**src/rtl/bus_timer_responder.sv**
```systemverilog
// Memory-mapped timer/LED/SYSTICK responder on the MEM-stage data bus.
// Reads are combinational from current register state; writes land on the next posedge.
module bus_timer_responder #(
    parameter logic [31:0] BASE_ADDR = 32'h4000_0000,
    parameter int          PRESCALE  = 1,
    parameter int          LED_WIDTH = 8
) (
    input  logic                 clk,
    input  logic                 reset,
    input  logic [31:0]          addr,
    input  logic                 Mem_rd,
    input  logic                 Mem_wr,
    input  logic [31:0]          Write_data,
    output logic [31:0]          Read_data,
    output logic                 hit,
    output logic                 irq,
    output logic [LED_WIDTH-1:0] leds
);

    localparam int             PW      = (PRESCALE > 1) ? $clog2(PRESCALE) : 1;
    localparam logic [PW-1:0]  PMAX    = PW'(PRESCALE - 1);
    localparam logic [2:0]     OFF_TH  = 3'd0;
    localparam logic [2:0]     OFF_TL  = 3'd1;
    localparam logic [2:0]     OFF_TCN = 3'd2;
    localparam logic [2:0]     OFF_LED = 3'd3;
    localparam logic [2:0]     OFF_ST  = 3'd4;

    logic [31:0]          th_q, th_d;
    logic [31:0]          tl_q, tl_d;
    logic                 en_q, en_d;
    logic                 ie_q, ie_d;
    logic                 if_q, if_d;
    logic [LED_WIDTH-1:0] led_q, led_d;
    logic [31:0]          st_q, st_d;
    logic [PW-1:0]        pcnt_q, pcnt_d;

    logic [2:0] offset_s;
    logic       wr_s;
    logic       tick_s;
    logic       ovf_s;
    logic       unused_addr_s;

    assign hit           = (addr[31:5] == BASE_ADDR[31:5]);
    assign offset_s      = addr[4:2];
    assign unused_addr_s = ^addr[1:0];
    assign wr_s          = Mem_wr & hit;
    assign tick_s        = en_q & (pcnt_q == PMAX);
    // A TL write in the same cycle suppresses the overflow that the tick would cause.
    assign ovf_s         = tick_s & (tl_q == 32'hFFFF_FFFF) & ~(wr_s & (offset_s == OFF_TL));
    assign irq           = ie_q & if_q;
    assign leds          = led_q;

    // Read mux: pre-edge register values, zero when not a decoded read.
    always_comb begin
        Read_data = 32'h0000_0000;
        if (Mem_rd && hit) begin
            case (offset_s)
                OFF_TH:  Read_data = th_q;
                OFF_TL:  Read_data = tl_q;
                OFF_TCN: Read_data = {29'h0000_0000, if_q, ie_q, en_q};
                OFF_LED: Read_data = 32'(led_q);
                OFF_ST:  Read_data = st_q;
                default: Read_data = 32'h0000_0000;
            endcase
        end else begin
            Read_data = 32'h0000_0000;
        end
    end

    // Next-state: bus writes, prescaler, timer reload/increment, sticky flag.
    always_comb begin
        th_d   = th_q;
        tl_d   = tl_q;
        en_d   = en_q;
        ie_d   = ie_q;
        if_d   = if_q | (ie_q & ovf_s);
        led_d  = led_q;
        st_d   = st_q + 32'd1;
        pcnt_d = pcnt_q;

        if (en_q) begin
            pcnt_d = tick_s ? PW'(0) : (pcnt_q + PW'(1));
        end else begin
            pcnt_d = pcnt_q;
        end

        if (wr_s && (offset_s == OFF_TL)) begin
            tl_d = Write_data;
        end else if (tick_s) begin
            tl_d = ovf_s ? th_q : (tl_q + 32'd1);
        end else begin
            tl_d = tl_q;
        end

        if (wr_s && (offset_s == OFF_TH)) begin
            th_d = Write_data;
        end else begin
            th_d = th_q;
        end

        if (wr_s && (offset_s == OFF_TCN)) begin
            en_d = Write_data[0];
            ie_d = Write_data[1];
            if_d = Write_data[2] | (ie_q & ovf_s);
        end else begin
            en_d = en_q;
            ie_d = ie_q;
        end

        if (wr_s && (offset_s == OFF_LED)) begin
            led_d = Write_data[LED_WIDTH-1:0];
        end else begin
            led_d = led_q;
        end
    end

    // State registers with asynchronous active-low clear.
    always_ff @(posedge clk or negedge reset) begin
        if (!reset) begin
            th_q   <= 32'h0000_0000;
            tl_q   <= 32'h0000_0000;
            en_q   <= 1'b0;
            ie_q   <= 1'b0;
            if_q   <= 1'b0;
            led_q  <= '0;
            st_q   <= 32'h0000_0000;
            pcnt_q <= '0;
        end else begin
            th_q   <= th_d;
            tl_q   <= tl_d;
            en_q   <= en_d;
            ie_q   <= ie_d;
            if_q   <= if_d;
            led_q  <= led_d;
            st_q   <= st_d;
            pcnt_q <= pcnt_d;
        end
    end

endmodule
```
**config.mk**
```make
export PLATFORM = sky130hd
export DESIGN_NAME = bus_timer_responder
export DESIGN_NICKNAME = d
export VERILOG_FILES = /design/src/rtl/bus_timer_responder.sv
export SDC_FILE = /design/constraint.sdc
export NUM_CORES = 1
export LEC_CHECK = 0
export BUFFER_PORTS_ARGS = -buffer_cell sky130_fd_sc_hd__buf_4
export CORE_MARGIN = 4
export CORE_UTILIZATION = 40
export DETAILED_ROUTE_END_ITERATION = 8
export HOLD_SLACK_MARGIN = 0.05
export SETUP_SLACK_MARGIN = 0.3
export SYNTH_ARGS = -nofsm -noshare
export SYNTH_HDL_FRONTEND = slang
export SYNTH_SLANG_ARGS = --single-unit
```
**constraint.sdc**
```tcl
create_clock -name clk -period 3.5 [get_ports clk]
set_input_delay 0.7 -clock clk [delete_from_list [all_inputs] [get_ports clk]]
set_output_delay 0.7 -clock clk [all_outputs]
set_load 0.005 [all_outputs]
```
-- Word-level counts from Yosys, hierarchy flattened
Index checks and enable logic that the tools add are counted.
- equal/unequal tests: 6
- reduce and logical (&&, ||, !) cells: 7
- multiplexer cells: 7
- bitwise operators: 11
- add/sub/neg operators: 3
- operators with widths (cell ; count):
    32-bit case mux with 5 select lines ; 1
    32-bit two-way mux ; 4
    32-bit by 1-bit adder with 32-bit output (second input constant) ; 2
    32-bit equality test (second input constant) ; 1
    27-bit by 26-bit equality test with 1-bit output (second input constant) ; 1
    1-bit AND ; 7
    3-bit by 2-bit equality test with 1-bit output (second input constant) ; 2
    1-bit logical AND ; 5
    3-bit by 1-bit equality test with 1-bit output (second input constant) ; 1
    3-bit equality test (second input constant) ; 1
    3-bit zero test ; 1
    1-bit two-way mux ; 2
    1-bit inverter ; 2
    1-bit bitwise OR ; 2
    2-bit nonzero test ; 1
    1-bit adder (second input constant) ; 1
- word-level logic and storage cells: 42
- input port bits: 68
- output and inout port bits: 42
- register bits after elaboration: 108

-- Depth between registers and ports, before layout
Gate-level depths: netlist of run 1.
- word-level depth: 8
- depth in mapped cells: 9
- depth with buffers taken out: 7

-- Worst setup path after synthesis of run 1
Ideal clock, no wire load.
- kind: input port to output port
- from: input addr[17]
- to: output Read_data[11]
- path slack: 0.431 ns
- stages: 6
- arrival time: 2.369 ns
- data required time: 2.800 ns
- cell sequence: or4_1 -> or3_1 -> nor2_4 -> nand3_1 -> clkbuf_1 -> nor2_1
- cells in the longest elaborated chain, start to end: 3
- ends and longest elaborated chain (element ; line ; text):
    start: declaration ; 10 ; input logic [31:0] addr,
    27-bit by 26-bit equality test with 1-bit output ; 43 ; assign hit = (addr[31:5] == BASE_ADDR[31:5]);
    named net hit ; 15 ; output logic hit,
    1-bit logical AND ; 56 ; if (Mem_rd && hit) begin
    32-bit two-way mux ; 56 ;
    end: declaration ; 14 ; output logic [31:0] Read_data,
The timed path passes the listed nets, and every way through them passes these cells.

-- Worst setup path in the final report of run 1
- from: input addr[22]
- to: output Read_data[30]
- cells in the longest elaborated chain, start to end: 3
- ends and longest elaborated chain (element ; line):
    27-bit by 26-bit equality test with 1-bit output ; 43
    1-bit logical AND ; 56
    32-bit two-way mux ; 56
Every way passes these cells.

==> out/qor.yml, run 1 <==
crit_path_max_incr_delay_ns: 0.52
core-area_um2: 15900
cp.required_ns: 2.80
yosys.area.top_type: "dfrtp_1"
wl_met1_mm: 9.10
powerDensity_nw_per_um2: 314
ctsHoldBuffers: 0
synth_edf_count: 0
first_global_vias: 5871
routed_wl_mm: 20.1
critPathTopFamily: "simple AND/OR/NAND/NOR gates"
viasPerCell: 5.66
area_growth_pct: 22.8
io_pins: 110
cpMostUsedCell: "buf_4"
syn_area_per_cell_um2: 8.86
clockBufferDepth: 2
synth.area.top_cells: "dfrtp_1 42%, mux2_2 7.5%, nor2_1 7.3%"
leakage_nw: 3.69
hold_class: "input pin to async pin"
end_kind: "output pin"
setup_violations: 0
final_common_cell: "buf_4"
nets: 900
numCtsBuffers: 9
dp_hpwl_mm: 14.2
synth_nets: 800
setup_ws_ns: 0.349
drc_errors: 0
finalHoldViolations: 0
ys_seq_area_share_pct: 41.8
async_reset_ff_share_pct: 100
die_area_um2: 18300
maxCapViolations: 0
worstPathCellList: "buf_4 -> or4_4 -> or3_4 -> nor2_4 -> nand3_2 -> buf_12 -> nor2_1 -> buf_4"
highest_layer: "met4"
clock_latency_ns: 0.35
yosys_register_bits: 108
diodes: 0
ant_nets: 0
worstPathMaxFanout: 24
clock-root-buffer: "clkbuf_16"
drt_iter0_markers: 578
dp_slack_ns: 0.114
fin_skew_ns: 0.00694
synthDistinctLibCells: 54
ir_drop_v: 0.000230
slowest_stage: "or4_4"
core.rowCount: 46
synth_top_area_share_pct: 41.8
critPathLaunchType: "input pin"
numPortBuffers: 107
fin_crit_ns: 3.15
synth_ff_type: "dfrtp_1"
wl_met3_mm: 1.11
final_cell_mix: "128 x buf_4, 117 x nor2_1, 108 x dfrtp_1"
vias: 5945
start_util_pct: 40.7
die_x_um: 135
path_clk_slew_ns: 0.07
wl_met2_mm: 9.42
status: "finished clean"
n_fill_cell: 1555
slew_headroom_pct: 26.7
firstDrtPassIters: 5
fmax_ghz: 0.317
cts.sinks: 108
grt_pass1_wl_mm: 31.9
tightestPinTransition_ns: 1.10
synth_area_um2: 6460
grt_max_degree: 64
rsz0062_at_grt: "true"
final_area_um2: 7940
grt.overflow.total: 0
drive_gt1_share_pct: 25.6
critPathKind: "input pin to output pin"
syn_inst: 730
place.gp.congestion: 0.857
arrival_ns: 2.45
fp.dieH_um: 135
htreeDepth: 3
cts_tree: "built"
antenna_found_initial: 0
drt-wirelength-per-cell_um: 19.1
fin_setup_tns_ns: 0
ys_warn_count: 0
grt_usage_pct: 22.1
final_max_slew_viol_count: 0
min_period_over_period_pct: 90.0
path_buf_inv: 3
dpl_cell_area_um2: 7540
cells by family (layout without fill, tap and decap cells):
family	after synthesis	count (layout)	share of synthesized area, %
flops	108	108	41.8
simple gates	298	298	22.2
xor+xnor	46	46	6.23
fa+ha+maj	2	2	0.387
buf+inv	55	160	3.64
mux	84	84	13.9
compound gates	137	137	11.9
area by class of cell:
cell class	instances	area [um2]	area share, %
multi-input cells	567	3580	45.1
flip-flops and latches	108	2700	34.0
repair buffers	132	1030	13.0
well taps	216	270	3.40
clock buffers	13	260	3.28
clock inverters	3	45.0	0.567
inverters	12	45.0	0.567
registers in the layout, indices dropped and copies added (netlist names):
name and count:
ie_q 1, th_q 32, tl_q 32, if_q 1, leds 8, en_q 1, pcnt_q 1, st_q 32
power by group:
| group | switching (W) | internal (W) | total (W) |
|---|---|---|---|
| registers | 0.000000000534 | 0.00125 | 0.00125 |
| logic | 0.0000961 | 0.0000749 | 0.000171 |
| clock network | 0.000476 | 0.000596 | 0.00107 |
| total | 0.000572 | 0.00192 | 0.00249 |
cell usage after synthesis, types with 12 or more instances:
| cell type | count |
|---|---|
| nor2_1 | 125 |
| dfrtp_1 | 108 |
| a21oi_1 | 60 |
| nand2_1 | 58 |
| mux2_2 | 43 |
| mux2i_1 | 40 |
| o21ai_0 | 36 |
| xnor2_1 | 33 |
| nand3_1 | 27 |
| clkbuf_1 | 25 |
| nand4_1 | 22 |
| xor2_1 | 13 |
| inv_1 | 12 |
worst register-to-register path, delay by kind of cell, from the launching register on:
kind             cells  cell delay (ns)
flip-flops           1             0.53
AO/OA/AOI/OAI        2             0.34
AND/OR/NAND/NOR      4             1.86
routing by layer:
layer / up-vias / global-route usage, %
met4: 0 / 7.78
met1: 2930 / 30.8
met3: 31 / 3.12
li1: 2786 / -
met5: - / 0
met2: 198 / 35.2
what timing repair did:
action,4_1_cts,5_1_grt
resized for setup,6,12
pin swaps,3,2
buffers inserted,4,0
endpoints found under the setup margin,32,32
per-stage QoR:
stage,cells,hold slack [ns],util (%),total power [W]
3_3_place_gp,1031,0.458,47.4,0.00144
2_1_floorplan,730,0.404,-,0.00133
3_5_place_dp,1031,0.479,47.4,0.00144
6_report,1051,0.413,50.0,0.00249
4_1_cts,1051,0.448,49.7,0.00251
5_1_grt,1051,0.474,50.0,0.00257
worst paths after layout:
check,from,to,slack (ns),depth (start not counted)
worst max-delay path,addr[22],Read_data[30],0.35,8
worst min-delay path,reset,tl_q[23],0.41,1
worst max register to register,tl_q[27],tl_q[5],0.69,6
worst min register to register,st_q[31],st_q[31],0.49,1
max in group asynchronous,reset,st_q[3],2.29,2
min in group clk,st_q[31],st_q[31],0.49,1
(Power assumes the default switching activity.)
==> run 2, diff against run 1 <==
PLACE_DENSITY_LB_ADDON = 0.08   (was default)
==> out/qor.yml, run 2 (synthesized netlist as in run 1, its figures left out) <==
core-area_um2: 15900
fin_crit_ns: 3.17
cts_tree: "built"
routed_wl_mm: 19.9
cpMostUsedCell: "buf_4"
tightestPinTransition_ns: 1.04
r2r-start: "tl_q[0]"
multi_input_area_um2: 3550
p_switching_w: 0.000564
cts.sinks: 108
drt-wirelength-per-cell_um: 19.0
wl_met3_mm: 1.14
clockBufferDepth: 2
powerDensity_nw_per_um2: 309
maxCapViolations: 0
drt_iter0_markers: 400
ant_nets: 0
reg2reg_slack_ns: 0.70
highest_layer: "met4"
critPathTopFamily: "simple AND/OR/NAND/NOR gates"
grt_pass1_wl_mm: 31.8
clock-root-buffer: "clkbuf_16"
path_clk_slew_ns: 0.07
vias: 5780
fmax_ghz: 0.316
io_pins: 110
wl_met1_mm: 8.94
core.rowCount: 46
ir_drop_v: 0.000246
worstPathMaxFanout: 24
htreeDepth: 3
arrival_ns: 2.47
first_global_vias: 5784
area_growth_pct: 21.8
min_period_over_period_pct: 90.5
path_buf_inv: 3
worstSetupStartpoint: "addr[22]"
place.gp.congestion: 0.832
p_seq_share_pct: 51.2
crit_end: "Read_data[14]"
status: "finished clean"
die_x_um: 135
diodes: 0
dp_hpwl_mm: 14.0
n_fill_cell: 1611
comb_power_share_pct: 6.9
clock_latency_ns: 0.35
setup_violations: 0
final_cell_mix: "123 x buf_4, 122 x nor2_1, 108 x dfrtp_1"
grt.overflow.total: 0
crit_path_max_incr_delay_ns: 0.54
worst_r2r_endpoint: "tl_q[12]"
viasPerCell: 5.52
cp.required_ns: 2.80
nets: 896
leakage_nw: 3.68
drive_gt1_share_pct: 24.5
fin_setup_tns_ns: 0
power.internal_w: 0.00187
p_sw_share_pct: 23.2
critPathKind: "input pin to output pin"
worst_r2r_path_depth: 7
final_common_cell: "buf_4"
rsz0062_at_grt: "false"
final_max_slew_viol_count: 0
drc_errors: 0
end_kind: "output pin"
slowest_stage: "or4_1"
slew_headroom_pct: 30.5
setup_ws_ns: 0.334
grt_usage_pct: 22.1
start_util_pct: 40.7
critPathLaunchType: "input pin"
numCtsBuffers: 9
whs_ns: 0.386
worstPathCellList: "buf_4 -> or4_1 -> or3_4 -> nor2_4 -> nand3_2 -> buf_12 -> nor2_1 -> buf_4"
die_area_um2: 18300
antenna_found_initial: 0
finalHoldViolations: 0
fp.dieH_um: 135
dp_slack_ns: 0.156
wl_met2_mm: 9.62
hold_class: "input pin to async pin"
clockPowerShare_pct: 41.9
grt_max_degree: 109
worst-path-stages: 8
numPortBuffers: 107
firstDrtPassIters: 5
reg_top3: "st_q (32), th_q (32), tl_q (32)"
utilization_pct: 49.6
seq_area_um2: 2700
fin_skew_ns: 0.0109
-- run 2: cell count changes in the layout (fill, tap and decap cells not counted), moves of 3 or more --
cell      previous run  this run
buf_4              128       123
nor2_1             117       122
nor2_4               4         1
clkinv_2             0         5
-- run 2: timing repair --
item | 4_1_cts | 5_1_grt
pin swaps | 2 | 2
endpoints found under the setup margin | 32 | 31
hold buffers | 0 | 0
setup buffers | 3 | 1
resized for setup | 6 | 2
cloned | 0 | 0
hold endpoints to repair | 0 | 0
-- run 2: power groups by stage --
stage | clock (W) | sequential [W] | combinational (W)
floorplan | 0 | 0.00127 | 0.0000536
global placement | 0 | 0.00127 | 0.000168
detailed placement | 0 | 0.00127 | 0.000169
CTS | 0.00105 | 0.00125 | 0.000169
global route | 0.00110 | 0.00125 | 0.000183
finish | 0.00102 | 0.00125 | 0.000167
-- run 2: area by class of cell --
type | instances | share of cell area, %
flip-flops and latches | 108 | 34.3
well taps | 216 | 3.43
multi-input cells | 567 | 45.1
clock buffers | 10 | 2.91
inverters | 12 | 0.572
clock inverters | 6 | 0.699
repair buffers | 128 | 13.0
-- run 2: how the worst min path moves through the flow --
stage          startpoint       end  cells past startpoint
2_1_floorplan       reset      en_q                      0
3_3_place_gp     st_q[12]  st_q[12]                      1
4_1_cts             reset   tl_q[8]                      2
3_5_place_dp     st_q[18]  st_q[18]                      1
6_report            reset   th_q[8]                      2
5_1_grt             reset   th_q[8]                      2
-- run 2: metrics by stage --
stage | instance area (um2) | std cells | power, W
2_1_floorplan | 6460 | 730 | 0.00133
3_3_place_gp | 7530 | 1027 | 0.00144
3_5_place_dp | 7530 | 1027 | 0.00144
4_1_cts | 7860 | 1046 | 0.00247
5_1_grt | 7870 | 1047 | 0.00253
6_report | 7870 | 1047 | 0.00243
-- run 2: routing by layer --
metal  global-route usage (%)  up-vias
met3                     5.42       18
li1                         -     2766
met2                     36.4      145
met1                     30.3     2851
met5                        0        -
met4                     3.70        0
==> run 3, diff against run 2 <==
CORE_UTILIZATION = 35   (was 40)
SLEW_MARGIN = 20   (was default)
==> out/qor.yml, run 3 (synthesized netlist as in run 1, its figures left out) <==
rsz0062_at_grt: "true"
fin_crit_ns: 3.22
end_kind: "output pin"
grt.overflow.total: 0
critPathLaunchType: "input pin"
diodes: 0
viasPerCell: 5.52
firstDrtPassIters: 5
die_x_um: 144
reg2reg_slack_ns: 0.67
worstSetupStartpoint: "addr[21]"
htreeDepth: 3
fp.dieH_um: 144
worst_r2r_path_depth: 5
r2r-start: "tl_q[19]"
whs_ns: 0.409
ir_drop_v: 0.000180
path_clk_slew_ns: 0.07
start_util_pct: 35.7
drt_iter0_markers: 574
leakage_nw: 3.70
grt_usage_pct: 20.3
min_period_over_period_pct: 92.1
dpl_cell_area_um2: 7540
io_pins: 110
numCtsBuffers: 9
finalHoldViolations: 0
core-area_um2: 18100
fin_setup_tns_ns: 0
grt_max_degree: 64
maxCapViolations: 0
place.gp.congestion: 0.839
vias: 5868
status: "finished clean"
dp_hpwl_mm: 14.7
fmax_ghz: 0.310
worst_r2r_endpoint: "tl_q[29]"
final_max_slew_viol_count: 0
clockBufferDepth: 2
arrival_ns: 2.52
tightestPinTransition_ns: 0.787
first_global_vias: 5781
power_w: 0.00247
hold_class: "input pin to async pin"
ant_nets: 0
critPathKind: "input pin to output pin"
numPortBuffers: 107
setup_violations: 0
cts_tree: "built"
antenna_found_initial: 0
core.rowCount: 49
drt-wirelength-per-cell_um: 19.5
drc_errors: 0
final_area_um2: 7950
reg_top3: "st_q (32), th_q (32), tl_q (32)"
die_area_um2: 20700
worstPathMaxFanout: 8
nets: 901
routed_wl_mm: 20.7
n_fill_cell: 1796
utilization_pct: 44.0
final_common_cell: "buf_4"
fin_skew_ns: 0.00472
area_growth_pct: 23.0
drive_gt1_share_pct: 26.3
cts.sinks: 108
final_cell_mix: "128 x buf_4, 112 x nor2_1, 108 x dfrtp_1"
clock-root-buffer: "clkbuf_16"
slew_headroom_pct: 47.5
grt_pass1_wl_mm: 32.5
powerDensity_nw_per_um2: 311
ctsHoldBuffers: 0
cp.required_ns: 2.80
clock_latency_ns: 0.35
-- run 3: cell count changes in the layout (fill, tap and decap cells not counted), moves of 4 or more --
cell and delta:
nor2_1 -10, nor2_2 +9, buf_4 +5, clkinv_2 -4
-- run 3: worst max-delay path by stage --
stage                          endpoint  cells past startpoint
after floorplan           Read_data[11]                      6
after global placement     Read_data[8]                      8
after detailed placement   Read_data[5]                      7
after CTS                  Read_data[8]                      8
after global routing       Read_data[6]                      9
final                      Read_data[6]                      9
-- run 3: where the power goes --
part	leakage [nW]	internal, W	switching, W
Clock	0.145	0.000587	0.000466
Combinational	2.22	0.0000742	0.0000970
Sequential	1.34	0.00125	0.000000000517
Total	3.70	0.00191	0.000563
-- run 3: worst max-delay path: stages --
cell and delay (ns):
buf_6 0.09, or4_4 0.52, or3_4 0.41, nor2_4 0.17, buf_6 0.13, o211ai_1 0.07
buf_4 0.20, nor2_2 0.11, buf_4 0.12
-- run 3: timing repair --
item,in CTS,in global routing
gates resized for setup,7,16
cloned,0,0
endpoints found under the hold margin,0,0
buffers inserted,5,1
setup endpoints to repair,32,32
pin swaps,6,9
-- run 3: cell type report --
type	count	area (um2)	share of cell area, %
flip-flops and latches	108	2700	34.0
well taps	229	287	3.60
inverters	12	45.0	0.566
clock buffers	12	256	3.22
clock inverters	2	35.0	0.440
multi-input cells	567	3580	45.1
repair buffers	133	1040	13.1
-- run 3: routing by layer --
metal / global-route usage [%] / part of all wire (%) / vias up
met2: 32.2 / 47 / 182
li1: - / - / 2787
met4: 5.20 / 1.1 / 0
met5: 0 / 0 / -
met3: 2.36 / 5.6 / 16
met1: 29.4 / 46 / 2883
-- run 3: metrics by stage --
| step | setup WS (ns) | std cells |
|---|---|---|
| 4_1_cts | 0.286 | 1062 |
| 3_5_place_dp | 0.131 | 1043 |
| 3_3_place_gp | 0.161 | 1043 |
| 6_report | 0.277 | 1063 |
| 5_1_grt | 0.247 | 1063 |
| 2_1_floorplan | 0.431 | 730 |
